### src/rtl/uart_tx_fifo_if.sv
// Store-bus and serial-line bundle for uart_tx_fifo.
// master = memory-stage side, slave = UART.
interface uart_tx_fifo_if;
  logic        wrtEn;
  logic        addr;
  logic [31:0] TxData;
  logic [31:0] ReadReg;
  logic        SerialOut;

  modport master (
    output wrtEn, addr, TxData,
    input  ReadReg, SerialOut
  );

  modport slave (
    input  wrtEn, addr, TxData,
    output ReadReg, SerialOut
  );
endinterface

### src/rtl/uart_tx_fifo.sv
// Memory-mapped UART transmitter with a byte FIFO in front of a start/data/stop shifter.
// Optional macro UART_TX_PARITY_EN inserts an even-parity bit (8E1); default build is 8N1.
module uart_tx_fifo #(
  parameter int unsigned CLKS_PER_BIT = 434,
  parameter int unsigned FIFO_DEPTH   = 8
) (
  input logic            clk,
  input logic            rst,
  uart_tx_fifo_if.slave  bus
);

  localparam int unsigned PTR_W  = $clog2(FIFO_DEPTH);
  localparam int unsigned CNT_W  = PTR_W + 1;
  localparam int unsigned BAUD_W = 16;
  localparam int unsigned BIT_W  = 3;

  localparam logic [BAUD_W-1:0] BAUD_LAST = BAUD_W'(CLKS_PER_BIT - 1);
  localparam logic [CNT_W-1:0]  CNT_FULL  = CNT_W'(FIFO_DEPTH);
  localparam logic [BIT_W-1:0]  BIT_LAST  = BIT_W'(7);

`ifdef UART_TX_PARITY_EN
  typedef enum logic [2:0] {S_IDLE, S_START, S_DATA, S_PARITY, S_STOP} state_e;
  localparam logic PAR_FLAG = 1'b1;
`else
  typedef enum logic [1:0] {S_IDLE, S_START, S_DATA, S_STOP} state_e;
  localparam logic PAR_FLAG = 1'b0;
`endif

  state_e             state_q, state_d;
  logic [BAUD_W-1:0]  baud_q, baud_d;
  logic [BIT_W-1:0]   bit_idx_q, bit_idx_d;
  logic [7:0]         shift_q, shift_d;
  logic               serial_q, serial_d;
  logic [CNT_W-1:0]   cnt_q, cnt_d;
  logic [PTR_W-1:0]   wr_ptr_q, wr_ptr_d;
  logic [PTR_W-1:0]   rd_ptr_q, rd_ptr_d;
  logic               ovf_q, ovf_d;
`ifdef UART_TX_PARITY_EN
  logic               parity_q, parity_d;
`endif

  logic [7:0]         mem_q [FIFO_DEPTH];
  logic [7:0]         head;
  logic [BIT_W-1:0]   bit_nxt;
  logic               baud_end;
  logic               push, clr, accept, pop;
  logic               busy, full, empty;
  logic               unused_txdata;

  assign head          = mem_q[rd_ptr_q];
  assign bit_nxt       = bit_idx_q + BIT_W'(1);
  assign baud_end      = (baud_q == BAUD_LAST);
  assign push          = bus.wrtEn & ~bus.addr;
  assign clr           = bus.wrtEn & bus.addr & bus.TxData[0];
  assign busy          = (state_q != S_IDLE);
  assign full          = (cnt_q == CNT_FULL);
  assign empty         = (cnt_q == '0);
  assign unused_txdata = ^bus.TxData[31:8];

  // Frame sequencer: every bit period ends when the baud counter hits CLKS_PER_BIT-1.
  always_comb begin
    state_d   = state_q;
    baud_d    = baud_q;
    bit_idx_d = bit_idx_q;
    shift_d   = shift_q;
    serial_d  = serial_q;
    pop       = 1'b0;
`ifdef UART_TX_PARITY_EN
    parity_d  = parity_q;
`endif
    case (state_q)
      S_IDLE: begin
        baud_d    = '0;
        bit_idx_d = '0;
        serial_d  = 1'b1;
        if (cnt_q != '0) begin
          pop      = 1'b1;
          state_d  = S_START;
          serial_d = 1'b0;
        end
      end
      S_START: begin
        if (baud_end) begin
          baud_d    = '0;
          bit_idx_d = '0;
          state_d   = S_DATA;
          serial_d  = shift_q[0];
        end else begin
          baud_d = baud_q + BAUD_W'(1);
        end
      end
      S_DATA: begin
        if (baud_end) begin
          baud_d = '0;
          if (bit_idx_q == BIT_LAST) begin
`ifdef UART_TX_PARITY_EN
            state_d  = S_PARITY;
            serial_d = parity_q;
`else
            state_d  = S_STOP;
            serial_d = 1'b1;
`endif
          end else begin
            bit_idx_d = bit_nxt;
            serial_d  = shift_q[bit_nxt];
          end
        end else begin
          baud_d = baud_q + BAUD_W'(1);
        end
      end
`ifdef UART_TX_PARITY_EN
      S_PARITY: begin
        if (baud_end) begin
          baud_d   = '0;
          state_d  = S_STOP;
          serial_d = 1'b1;
        end else begin
          baud_d = baud_q + BAUD_W'(1);
        end
      end
`endif
      S_STOP: begin
        if (baud_end) begin
          baud_d    = '0;
          bit_idx_d = '0;
          // Chain straight into the next start bit when more bytes are queued.
          if (cnt_q != '0) begin
            pop      = 1'b1;
            state_d  = S_START;
            serial_d = 1'b0;
          end else begin
            state_d  = S_IDLE;
            serial_d = 1'b1;
          end
        end else begin
          baud_d = baud_q + BAUD_W'(1);
        end
      end
      default: begin
        state_d  = S_IDLE;
        serial_d = 1'b1;
      end
    endcase
    if (pop) begin
      shift_d  = head;
`ifdef UART_TX_PARITY_EN
      parity_d = ^head;
`endif
    end
  end

  // FIFO bookkeeping: a full FIFO still takes a push when the same edge pops.
  always_comb begin
    accept   = push & ((cnt_q != CNT_FULL) | pop);
    cnt_d    = cnt_q + CNT_W'(accept) - CNT_W'(pop);
    wr_ptr_d = accept ? wr_ptr_q + PTR_W'(1) : wr_ptr_q;
    rd_ptr_d = pop    ? rd_ptr_q + PTR_W'(1) : rd_ptr_q;
    ovf_d    = ovf_q;
    if (clr) begin
      ovf_d = 1'b0;
    end else if (push && !accept) begin
      ovf_d = 1'b1;
    end
  end

  always_ff @(posedge clk or posedge rst) begin
    if (rst) begin
      state_q   <= S_IDLE;
      baud_q    <= '0;
      bit_idx_q <= '0;
      shift_q   <= '0;
      serial_q  <= 1'b1;
      cnt_q     <= '0;
      wr_ptr_q  <= '0;
      rd_ptr_q  <= '0;
      ovf_q     <= 1'b0;
`ifdef UART_TX_PARITY_EN
      parity_q  <= 1'b0;
`endif
    end else begin
      state_q   <= state_d;
      baud_q    <= baud_d;
      bit_idx_q <= bit_idx_d;
      shift_q   <= shift_d;
      serial_q  <= serial_d;
      cnt_q     <= cnt_d;
      wr_ptr_q  <= wr_ptr_d;
      rd_ptr_q  <= rd_ptr_d;
      ovf_q     <= ovf_d;
`ifdef UART_TX_PARITY_EN
      parity_q  <= parity_d;
`endif
    end
  end

  // Storage needs no reset; the pointers and count define validity.
  always_ff @(posedge clk) begin
    if (accept) begin
      mem_q[wr_ptr_q] <= bus.TxData[7:0];
    end
  end

  assign bus.SerialOut = serial_q;
  assign bus.ReadReg   = bus.addr ? 32'(CLKS_PER_BIT)
                                  : {23'b0, PAR_FLAG, 4'(cnt_q), ovf_q, full, empty, busy};

endmodule
### src/flat_wrapper.sv
// flat-port wrapper written by rule: the top's interface ports become plain ports
module uart_tx_fifo_flat 
#(
  parameter int unsigned CLKS_PER_BIT = 434,
  parameter int unsigned FIFO_DEPTH   = 8
)
  (clk, rst, bus_wrtEn, bus_addr, bus_TxData, bus_ReadReg, bus_SerialOut);
  uart_tx_fifo_if bus_i ();
  input logic clk;
  input logic rst;
  input wire logic [$bits(bus_i.wrtEn)-1:0] bus_wrtEn;
  input wire logic [$bits(bus_i.addr)-1:0] bus_addr;
  input wire logic [$bits(bus_i.TxData)-1:0] bus_TxData;
  output wire logic [$bits(bus_i.ReadReg)-1:0] bus_ReadReg;
  output wire logic [$bits(bus_i.SerialOut)-1:0] bus_SerialOut;
  assign bus_i.wrtEn = bus_wrtEn;
  assign bus_i.addr = bus_addr;
  assign bus_i.TxData = bus_TxData;
  assign bus_ReadReg = bus_i.ReadReg;
  assign bus_SerialOut = bus_i.SerialOut;
  uart_tx_fifo #(.CLKS_PER_BIT(CLKS_PER_BIT), .FIFO_DEPTH(FIFO_DEPTH)) u_core (.clk(clk), .rst(rst), .bus(bus_i));
endmodule
### config.mk
export PLATFORM = sky130hd
export DESIGN_NAME = uart_tx_fifo_flat
export DESIGN_NICKNAME = d
export VERILOG_FILES = /design/src/rtl/uart_tx_fifo_if.sv /design/src/rtl/uart_tx_fifo.sv /design/src/flat_wrapper.sv
export SDC_FILE = /design/constraint.sdc
export NUM_CORES = 1
export LEC_CHECK = 0
export ABC_AREA = 1
export CAP_MARGIN = 0
export CORE_ASPECT_RATIO = 2
export CORE_MARGIN = 5
export CORE_UTILIZATION = 59
export CTS_CLUSTER_SIZE = 40
export DETAILED_ROUTE_END_ITERATION = 12
export PLACE_DENSITY = 0.91
export RECOVER_POWER = 25
export SLEW_MARGIN = 10
export SYNTH_ARGS = -nofsm -noshare
export SYNTH_HDL_FRONTEND = slang
export SYNTH_SLANG_ARGS = --single-unit
### constraint.sdc
create_clock -name clk -period 3.6 [get_ports clk]
set_input_delay 0.72 -clock clk [delete_from_list [all_inputs] [get_ports clk]]
set_output_delay 0.72 -clock clk [all_outputs]
set_load 0.05 [all_outputs]
==> run summary, run 1 <==
Status - finished, final reports clean
Number of synthesized flops with an enable pin - 64
Core area - 8350 um^2
Top-area cell type share of the netlist area - 38.0%
Worst path most repeated cell - clkdlybuf4s50_1
Yosys reg bits - 105
Hpwl dp - 7110 um
Leading area contributor after synthesis - edfxtp_1
Tightest Hold Check Type - register to register
RSZ-0062 raised after global routing - false
Clk sinks - 105
Crit-path cells - clkdlybuf4s50_1 -> nor4_1 -> clkdlybuf4s50_1
Number of distinct library cells after synthesis - 36
Largest net degree at the start of global routing - 35
Max_slew headroom - 37.4%
Post-synthesis sequential area ratio - 58.3%
Nets@finish - 585
Final GP Congestion - 0.842
H-Tree Depth - 3
Final Hold Fails - 0
Met3 Usage GRT - 4.13%
Peak supply drop - 0.547 mV
Setup tns final - 0 ns
Peak per-stage delay on the critical path - 0.86 ns
Std cell rows - 47
Grt peak-use layer - met2
Minimum clock period - 3.11 ns
DRT antenna net count - 0
Filler Cells Inserted - 611
Input/output buffers - 21
GRT Total Usage - 20.5%
Slowest cell on the critical path - clkdlybuf4s50_1
Initial DRC Count - 195
Max-cap viol count - 0
Setup crit start kind - input pin
Area delta synth->final - 10.6%
Post_cts resized - 0
Syn Area/Cell - 9.98 um^2
Async set-reset flop share out of synthesis - 39.0%
Met2 Use GR - 37.4%
TritonCTS buffer count - 9
Fin cells - 634
Via count - 3484
Via density - 5.50
Crit. End Element - primary output
Number of placed I/O pins - 69
PD cells - 764 nW/um^2
Final core occ - 67.0%
Crit path DAT - 2.39 ns
Vias in the first global route - 3486
CP top delay family - buffers and inverters
Achievable frequency - 0.322 GHz
Final setup fails - 0
CTS tree - yes
Initial antenna violation count - 0
Syn Inst Count - 507
CP bufs+invs - 2
Initial core utilization - 60.6%
Worst-Margin Slew - 0.939 ns
Synthesized area - 5060 um^2
WL/cell - 16.1 um
Top_reg_cell synth - edfxtp_1
Drt drc - 0
Worst r2r path cells - 11
Synth Warn # - 0
Clk slew on worst S/H paths - 0.07 ns
Tcrit/Tclk final - 86.3%
Max-slew violation count - 0
Most frequent cell after synthesis - nand2_1
Hold Path Depth - 2
DRT Pass-1 Iters - 5
Global-route wire length before repair - 16300 um
Clock skew - 0.00716 ns
Die Wd - 75.5 um
Synth area leaders - edfxtp_1, dfrtp_1, nand2_1
CP Data Required Time - 2.88 ns
Antenna Cells - 0
Clock Tree Buf Depth - 2
Die height - 141 um
Worst setup path class - input pin to primary output
Clk_lat worst skew - 0.35 ns
Layout cell share with drive strength beyond 1 - 8.96%
Global route overflow - 0
Clk Tree Root Cell - clkbuf_16
WP depth - 3
Placed Cells - 618
Area of the multi-input gates - 1760 um^2
Hold Buf Count CTS - 0
Crit-path max FO - 7
Drt total wl - 10200 um
Leak - 2.32 nW
Post-CTS setup buffers - 0
Met1 usage - 21.5%
Most instantiated cells after synthesis - nand2_1, nor2_1, edfxtp_1, o21ai_0
Register Area - 2950 um^2
Die area - 10600 um^2
==> through the flow <==
step	instance area, um^2	hold WS, ns	power (W)	setup WS, ns
floorplan	5140	0.444	0.00287	0.661
global placement	5280	0.461	0.00313	0.497
detailed placement	5280	0.463	0.00324	0.498
CTS	5600	0.483	0.00431	0.478
global route	5600	0.516	0.00455	0.389
finish	5600	0.492	0.00427	0.492
==> worst register-to-register path, cell delays in order, from the launching register on <==
cell and delay, ns:
dfrtp_1 0.44, inv_1 0.13, ha_1 0.36, inv_2 0.11
a21oi_1 0.25, nand2_4 0.17, inv_8 0.14, ha_1 0.14
inv_1 0.04, ha_1 0.21, fa_1 0.40, xor2_1 0.17
==> per-layer routing <==
| layer | vias up | share of wire (%) |
|---|---|---|
| li1 | 1700 | - |
| met4 | 0 | 2.4 |
| met5 | - | 0 |
| met2 | 107 | 59 |
| met3 | 21 | 4.7 |
| met1 | 1656 | 34 |
==> kinds of logic (layout without fill, tap and decap cells) <==
| kind of cell | after synthesis | count (layout) | synth area share [%] |
|---|---|---|---|
| compound gates | 79 | 79 | 8.54 |
| xor+xnor | 8 | 8 | 1.39 |
| fa+ha+maj | 18 | 18 | 4.60 |
| buf+inv | 83 | 90 | 8.44 |
| flops | 105 | 105 | 58.3 |
| other cells | 1 | 23 | 0.0741 |
| simple gates | 213 | 213 | 18.7 |
==> path summary, 6_finish.rpt <==
path | start | end | slack, ns
setup / recovery | bus_addr | bus_ReadReg[2] | 0.49
hold / removal | u_core.shift_q[5] | u_core.shift_q[5] | 0.49
setup reg to reg | u_core.state_q[0] | u_core.cnt_q[2] | 0.93
max in group asynchronous | rst | u_core.baud_q[9] | 2.03
min in group asynchronous | rst | u_core.cnt_q[0] | 0.88
hold reg to reg | u_core.shift_q[5] | u_core.shift_q[5] | 0.49
==> registers in the layout, indices dropped and copies added, names as in the netlist <==
name,count
u_core.rd_ptr_q,3
u_core.cnt_q,4
u_core.bit_idx_q,3
u_core.mem_q,64
u_core.bus.SerialOut,1
u_core.shift_q,8
u_core.ovf_q,1
u_core.wr_ptr_q,3
u_core.state_q,2
u_core.baud_q,16
==> layout by cell type (no fill, tap or decap), types with 4 or more instances in the layout <==
cell type,netlist,layout
a21oi_1,9,9
buf_4,24,6
clkbuf_16,0,9
clkdlybuf4s50_1,0,14
conb_1,1,23
dfrtp_1,40,40
dlygate4sd3_1,0,7
edfxtp_1,64,64
ha_1,17,17
inv_1,40,40
inv_2,5,5
nand2_1,92,92
nand2_2,4,4
nand3_1,20,20
nor2_1,67,67
nor2_2,7,7
nor3_1,9,9
o21ai_0,47,47
o22ai_1,17,17
xor2_1,6,6
==> report_power, final <==
group | leakage (nW) | switching, W | internal [W]
logic | 1.05 | 0.00107 | 0.000515
registers | 1.11 | 0.000178 | 0.00148
clock network | 0.157 | 0.000469 | 0.000561
total | 2.32 | 0.00171 | 0.00256
==> final cells by class <==
type	instances	area share [%]
Sequential cell	105	52.7
Tap cell	98	2.19
Multi-Input combinational cell	341	31.5
Timing Repair Buffer	27	4.56
Clock inverter	7	1.70
Clock buffer	9	4.03
Inverter	47	3.29
No activity file was read; power rests on OpenSTA's default activity.
==> run 2, diff against run 1 <==
--- a/config.mk
+++ b/config.mk
@@ -7,9 +7,10 @@
 export LEC_CHECK = 0
 export ABC_AREA = 1
 export CAP_MARGIN = 0
+export CELL_PAD_IN_SITES_DETAIL_PLACEMENT = 0
+export CELL_PAD_IN_SITES_GLOBAL_PLACEMENT = 1
 export CORE_ASPECT_RATIO = 2
-export CORE_MARGIN = 5
-export CORE_UTILIZATION = 59
+export CORE_UTILIZATION = 46
 export CTS_CLUSTER_SIZE = 40
 export DETAILED_ROUTE_END_ITERATION = 12
 export PLACE_DENSITY = 0.91
==> run summary, run 2 (same netlist as run 1, synthesis figures left out) <==
TritonCTS buffer count - 9
Clock Tree Buf Depth - 2
Number of placed I/O pins - 69
Global route overflow - 0
Core area - 10600 um^2
CP Data Required Time - 2.88 ns
RSZ-0062 raised after global routing - false
Clk slew on worst S/H paths - 0.07 ns
Clk Tree Root Cell - clkbuf_16
Max FFs per register - 64
Tcrit/Tclk final - 85.7%
Crit-path max FO - 7
Crit. End Element - primary output
Max_slew headroom - 39.4%
Worst-Margin Slew - 0.909 ns
Most frequent cells in the layout - nand2_1, nor2_1, edfxtp_1
Critical R2R Capture - u_core.cnt_q[2]
Area of the multi-input gates - 1760 um^2
Worst r2r path cells - 11
Hold EP - u_core.shift_q[1]
Status - finished, final reports clean
Initial DRC Count - 143
Via density - 5.00
Die Wd - 76.1 um
Hpwl dp - 6820 um
Worst setup path class - input pin to primary output
Post-CTS setup buffers - 0
Post_cts resized - 0
Max-cap viol count - 0
Tightest Hold Check Type - register to register
Leak - 2.29 nW
Crit path DAT - 2.36 ns
Achievable frequency - 0.324 GHz
Clk sinks - 105
Most common cell after layout, fill and taps aside - nand2_1
Clock skew - 0.00531 ns
Clk_lat worst skew - 0.34 ns
Hold Path Depth - 2
Hold Buf Count CTS - 0
Biggest register - u_core.mem_q
Die height - 150 um
Drt drc - 0
DRT antenna net count - 0
CTS tree - yes
Fin cells - 672
Std cell rows - 53
GRT Total Usage - 17.9%
Drt total wl - 9490 um
Nets@finish - 584
Final setup fails - 0
Register Area - 2950 um^2
Largest net degree at the start of global routing - 42
Worst R2R Setup Slack - 0.86 ns
H-Tree Depth - 3
Input/output buffers - 21
Peak supply drop - 0.475 mV
Largest regs - u_core.mem_q x64, u_core.baud_q x16, u_core.shift_q x8
Global-route wire length before repair - 15800 um
WL/cell - 14.1 um
Setup crit start kind - input pin
Via count - 3361
Setup tns final - 0 ns
Min-delay src - u_core.shift_q[1]
Reg-to-reg startpoint - u_core.state_q[0]
Filler Cells Inserted - 950
Die area - 11400 um^2
Final Hold Fails - 0
Final GP Congestion - 0.776
Layout cell share with drive strength beyond 1 - 8.79%
Vias in the first global route - 3391
Max-slew violation count - 0
Minimum clock period - 3.08 ns
Initial core utilization - 47.7%
DRT Pass-1 Iters - 4
Placed Cells - 656
PD cells - 735 nW/um^2
Antenna Cells - 0
Area delta synth->final - 10.8%
Initial antenna violation count - 0
run 2: cell type report:
type | count | share of cell area, %
clock buffers | 9 | 4.02
clock inverters | 7 | 1.09
inverters | 47 | 3.28
multi-input cells | 341 | 31.5
flip-flops and latches | 105 | 52.6
well taps | 137 | 3.06
repair buffers | 26 | 4.42
run 2: per-stage QoR:
step                      utilization [%]  hold WS, ns  total power, W  instance area [um^2]  setup slack, ns
final                                52.8        0.482         0.00412                  5600            0.516
after global routing                 52.8        0.513         0.00443                  5600            0.400
after CTS                            52.8        0.489         0.00416                  5600            0.516
after detailed placement             50.1        0.470         0.00322                  5320            0.521
after global placement               50.1        0.456         0.00317                  5320            0.546
after floorplan                         -        0.444         0.00287                  5140            0.661
run 2: per-layer routing:
| metal | vias up | global-route usage (%) | share of wire, % | wire [um] |
|---|---|---|---|---|
| li1 | 1698 | - | - | - |
| met1 | 1608 | 16.8 | 36 | 3440 |
| met2 | 48 | 37.8 | 60 | 5710 |
| met3 | 7 | 2.79 | 2.2 | 209 |
| met4 | 0 | 6.44 | 1.3 | 120 |
| met5 | - | 0 | 0 | 0 |
run 2: worst max path at each step:
stage                     slack (ns)  cells past startpoint      from              to
final                           0.52                      3  bus_addr  bus_ReadReg[2]
after CTS                       0.52                      3  bus_addr  bus_ReadReg[2]
after detailed placement        0.52                      3  bus_addr  bus_ReadReg[2]
after global placement          0.55                      3  bus_addr  bus_ReadReg[2]
after global routing            0.40                      3  bus_addr  bus_ReadReg[2]
after floorplan                 0.66                      1  bus_addr  bus_ReadReg[2]
run 2: report_power, final:
group	leakage [nW]	internal [W]	switching, W
clock network	0.135	0.000483	0.000452
logic	1.04	0.000508	0.00102
registers	1.11	0.00149	0.000168
run 2: critical path, cell delays in order:
cell,delay [ns]
clkdlybuf4s50_1,0.51
nor4_1,0.27
clkdlybuf4s50_1,0.86
==> run 3, diff against run 2 <==
--- a/config.mk
+++ b/config.mk
@@ -19,3 +19,4 @@
 export SYNTH_ARGS = -nofsm -noshare
 export SYNTH_HDL_FRONTEND = slang
 export SYNTH_SLANG_ARGS = --single-unit
+export TNS_END_PERCENT = 20
==> results of run 3 <==
The final DEF is identical to that of run 2; final timing and power are the same.
==> variant: new RTL, settings of run 3 <==
Take the reset off `shift_q` and load it in a clocked block of its own.
--- a/src/rtl/uart_tx_fifo.sv
+++ b/src/rtl/uart_tx_fifo.sv
@@ -168,7 +168,6 @@
       state_q   <= S_IDLE;
       baud_q    <= '0;
       bit_idx_q <= '0;
-      shift_q   <= '0;
       serial_q  <= 1'b1;
       cnt_q     <= '0;
       wr_ptr_q  <= '0;
@@ -181,7 +180,6 @@
       state_q   <= state_d;
       baud_q    <= baud_d;
       bit_idx_q <= bit_idx_d;
-      shift_q   <= shift_d;
       serial_q  <= serial_d;
       cnt_q     <= cnt_d;
       wr_ptr_q  <= wr_ptr_d;
@@ -193,6 +191,10 @@
     end
   end
 
+  always_ff @(posedge clk) begin
+    shift_q <= shift_d;
+  end
+
   // Storage needs no reset; the pointers and count define validity.
   always_ff @(posedge clk) begin
     if (accept) begin
Behaviour: same outputs for any inputs over 10 cycles, from zero or initial values and one cycle with rst high; that may be too few to reach the edited logic, so the function may still have changed.
==> variant against run 3 <==
The flow now finishes with violations (max-capacitance violations, max-slew violations). Register-to-register slack improved by 0.02 ns. Sequential share of layout area grew 0.55 points. Final cell count is 2.4% lower. Total power grew 0.11%. Sequential cell count unchanged. Cell area rose by 0.31%. Synthesized area grew 0.32%. Routed wire length is 0.62% higher. Worst setup slack got worse by 0.073 ns. Fmax is 2.3% lower. Largest power group unchanged. Highest routed layer unchanged.
==> variant: results (changes against run 3) <==
- Hold-critical path endpoint: u_core.bus.SerialOut$_DFFE_PP1P_ (was u_core.shift_q[1]$_DFFE_PP0P_)
* Routability congestion estimate: 0.844 (was 0.776)
* Max IR drop VDD: 0.393 mV (was 0.475 mV)
- Slew Limit Fails: 34 (was 0)
* Detailed-router iteration count before antenna repair: 4 (unchanged)
* Global-route wire length before repair: 15.4 mm (was 15.8 mm)
- Max-cap check violation count: 1 (was 0)
* Share of cells above drive strength 1: 10.2% (was 8.79%)
- The via-per-instance ratio is 5.08 (was 5.00).
- The routed length per placed instance was 14.5 µm (was 14.1 µm).
- The transition time of the tightest slew-check pin is 1.81 ns (was 0.909 ns).
- Dpl hpwl: 6.78 mm (was 6.82 mm)
- Outcome: complete, but fails checks (was complete, no violations)
* Top cell type by total area after synthesis: edfxtp_1 (unchanged)
- The fraction of registers with async set or reset after synthesis is 31.4% (was 39.0%).
- HP Start: u_core.bus.SerialOut$_DFFE_PP1P_ (was u_core.shift_q[1]$_DFFE_PP0P_)
- The depth of the worst register-to-register path is 12 (was 11).
- Pin count of the biggest net entering global routing: 35 (was 42)
* Number of flops mapped to enable cells by yosys: 72 (was 64)
- Number of DRC violations after detailed-routing iteration 0: 201 (was 143)
- Synth area leaders: edfxtp_1, dfrtp_1, nor2_1 (was edfxtp_1, dfrtp_1, nand2_1)
- The destination of the worst register-to-register timing path was u_core.cnt_q[2]$_DFF_PP0_ (unchanged).
- The number of unique standard cell types used by synthesis is 39 (was 36).
* Data arrival time of the critical path: 2.44 ns (was 2.36 ns)
- The via count of the first global-routing pass came to 3303 (was 3391).
* Leading cell types by count after synthesis: nor2_1, nand2_1, edfxtp_1, dfrtp_1, inv_1 (was nand2_1, nor2_1, edfxtp_1, o21ai_0)
- Failing checks: max-capacitance violations, max-slew violations
- Cell count of the worst hold path: 2 (unchanged)
- Clock skew: 0.00804 ns (was 0.00531 ns)
- Share of synthesized area occupied by flip-flops and latches: 58.9% (was 58.3%)
[variant: changes by cell type in the layout (fill, tap and decap cells not counted), moves of 10 or more]
cell | before | now
o21ai_0 | 47 | 22
nand2_1 | 92 | 80
inv_1 | 40 | 30
nor2_1 | 67 | 89
o32ai_1 | 0 | 16
o22ai_1 | 17 | 1
[variant: cell families (layout without fill, tap and decap cells)]
group,after synthesis,after routing,synth area share (%)
AO/OA/AOI/OAI,53,53,6.61
XOR/XNOR,12,12,2.07
adder cells (fa/ha/maj),18,18,4.59
buffers and inverters,76,81,7.45
flip-flops,105,105,58.9
other,1,23,0.0739
AND/OR/NAND/NOR,227,227,20.3
[variant: final cells by class]
type                       count  area (µm²)
clock inverter                 7        62.6
clock buffer                   9         225
multi-input combinational    333        1790
tap                          137         171
sequential                   105        2990
timing repair buffer          24         229
fill                         957        4990
inverter                      41         154
[variant: report_power, final]
group / internal [W] / switching [W] / leakage, nW
Combinational: 0.000498 / 0.000980 / 0.976
Sequential: 0.00152 / 0.000187 / 1.08
Clock: 0.000483 / 0.000457 / 0.137
[variant: layer usage]
layer | wire, µm | vias to the layer above | global-route usage [%]
met4 | 225 | 0 | 9.62
met3 | 170 | 15 | 2.30
met5 | 0 | - | 0
met2 | 5680 | 55 | 35.8
li1 | - | 1651 | -
met1 | 3470 | 1614 | 16.7
[variant: worst max-delay path, cell delays in order]
cell,delay [ns]
clkdlybuf4s50_1,0.55
nor4_1,0.30
clkdlybuf4s50_1,0.86
[variant: per-stage QoR]
step | cells | utilization (%) | area [µm²] | setup slack [ns]
floorplan | 514 | - | 5160 | 0.661
global placement | 640 | 50.3 | 5340 | 0.481
detailed placement | 640 | 50.3 | 5340 | 0.446
CTS | 656 | 53.0 | 5620 | 0.449
global route | 656 | 53.0 | 5620 | 0.358
finish | 656 | 53.0 | 5620 | 0.443
[variant: worst max path at each step]
| stage | from | end | slack (ns) | cells past startpoint |
|---|---|---|---|---|
| finish | bus_addr | bus_ReadReg[2] | 0.44 | 3 |
| global route | bus_addr | bus_ReadReg[2] | 0.36 | 3 |
| global placement | bus_addr | bus_ReadReg[2] | 0.48 | 3 |
| floorplan | bus_addr | bus_ReadReg[2] | 0.66 | 1 |
| detailed placement | bus_addr | bus_ReadReg[2] | 0.45 | 3 |
| CTS | bus_addr | bus_ReadReg[2] | 0.45 | 3 |
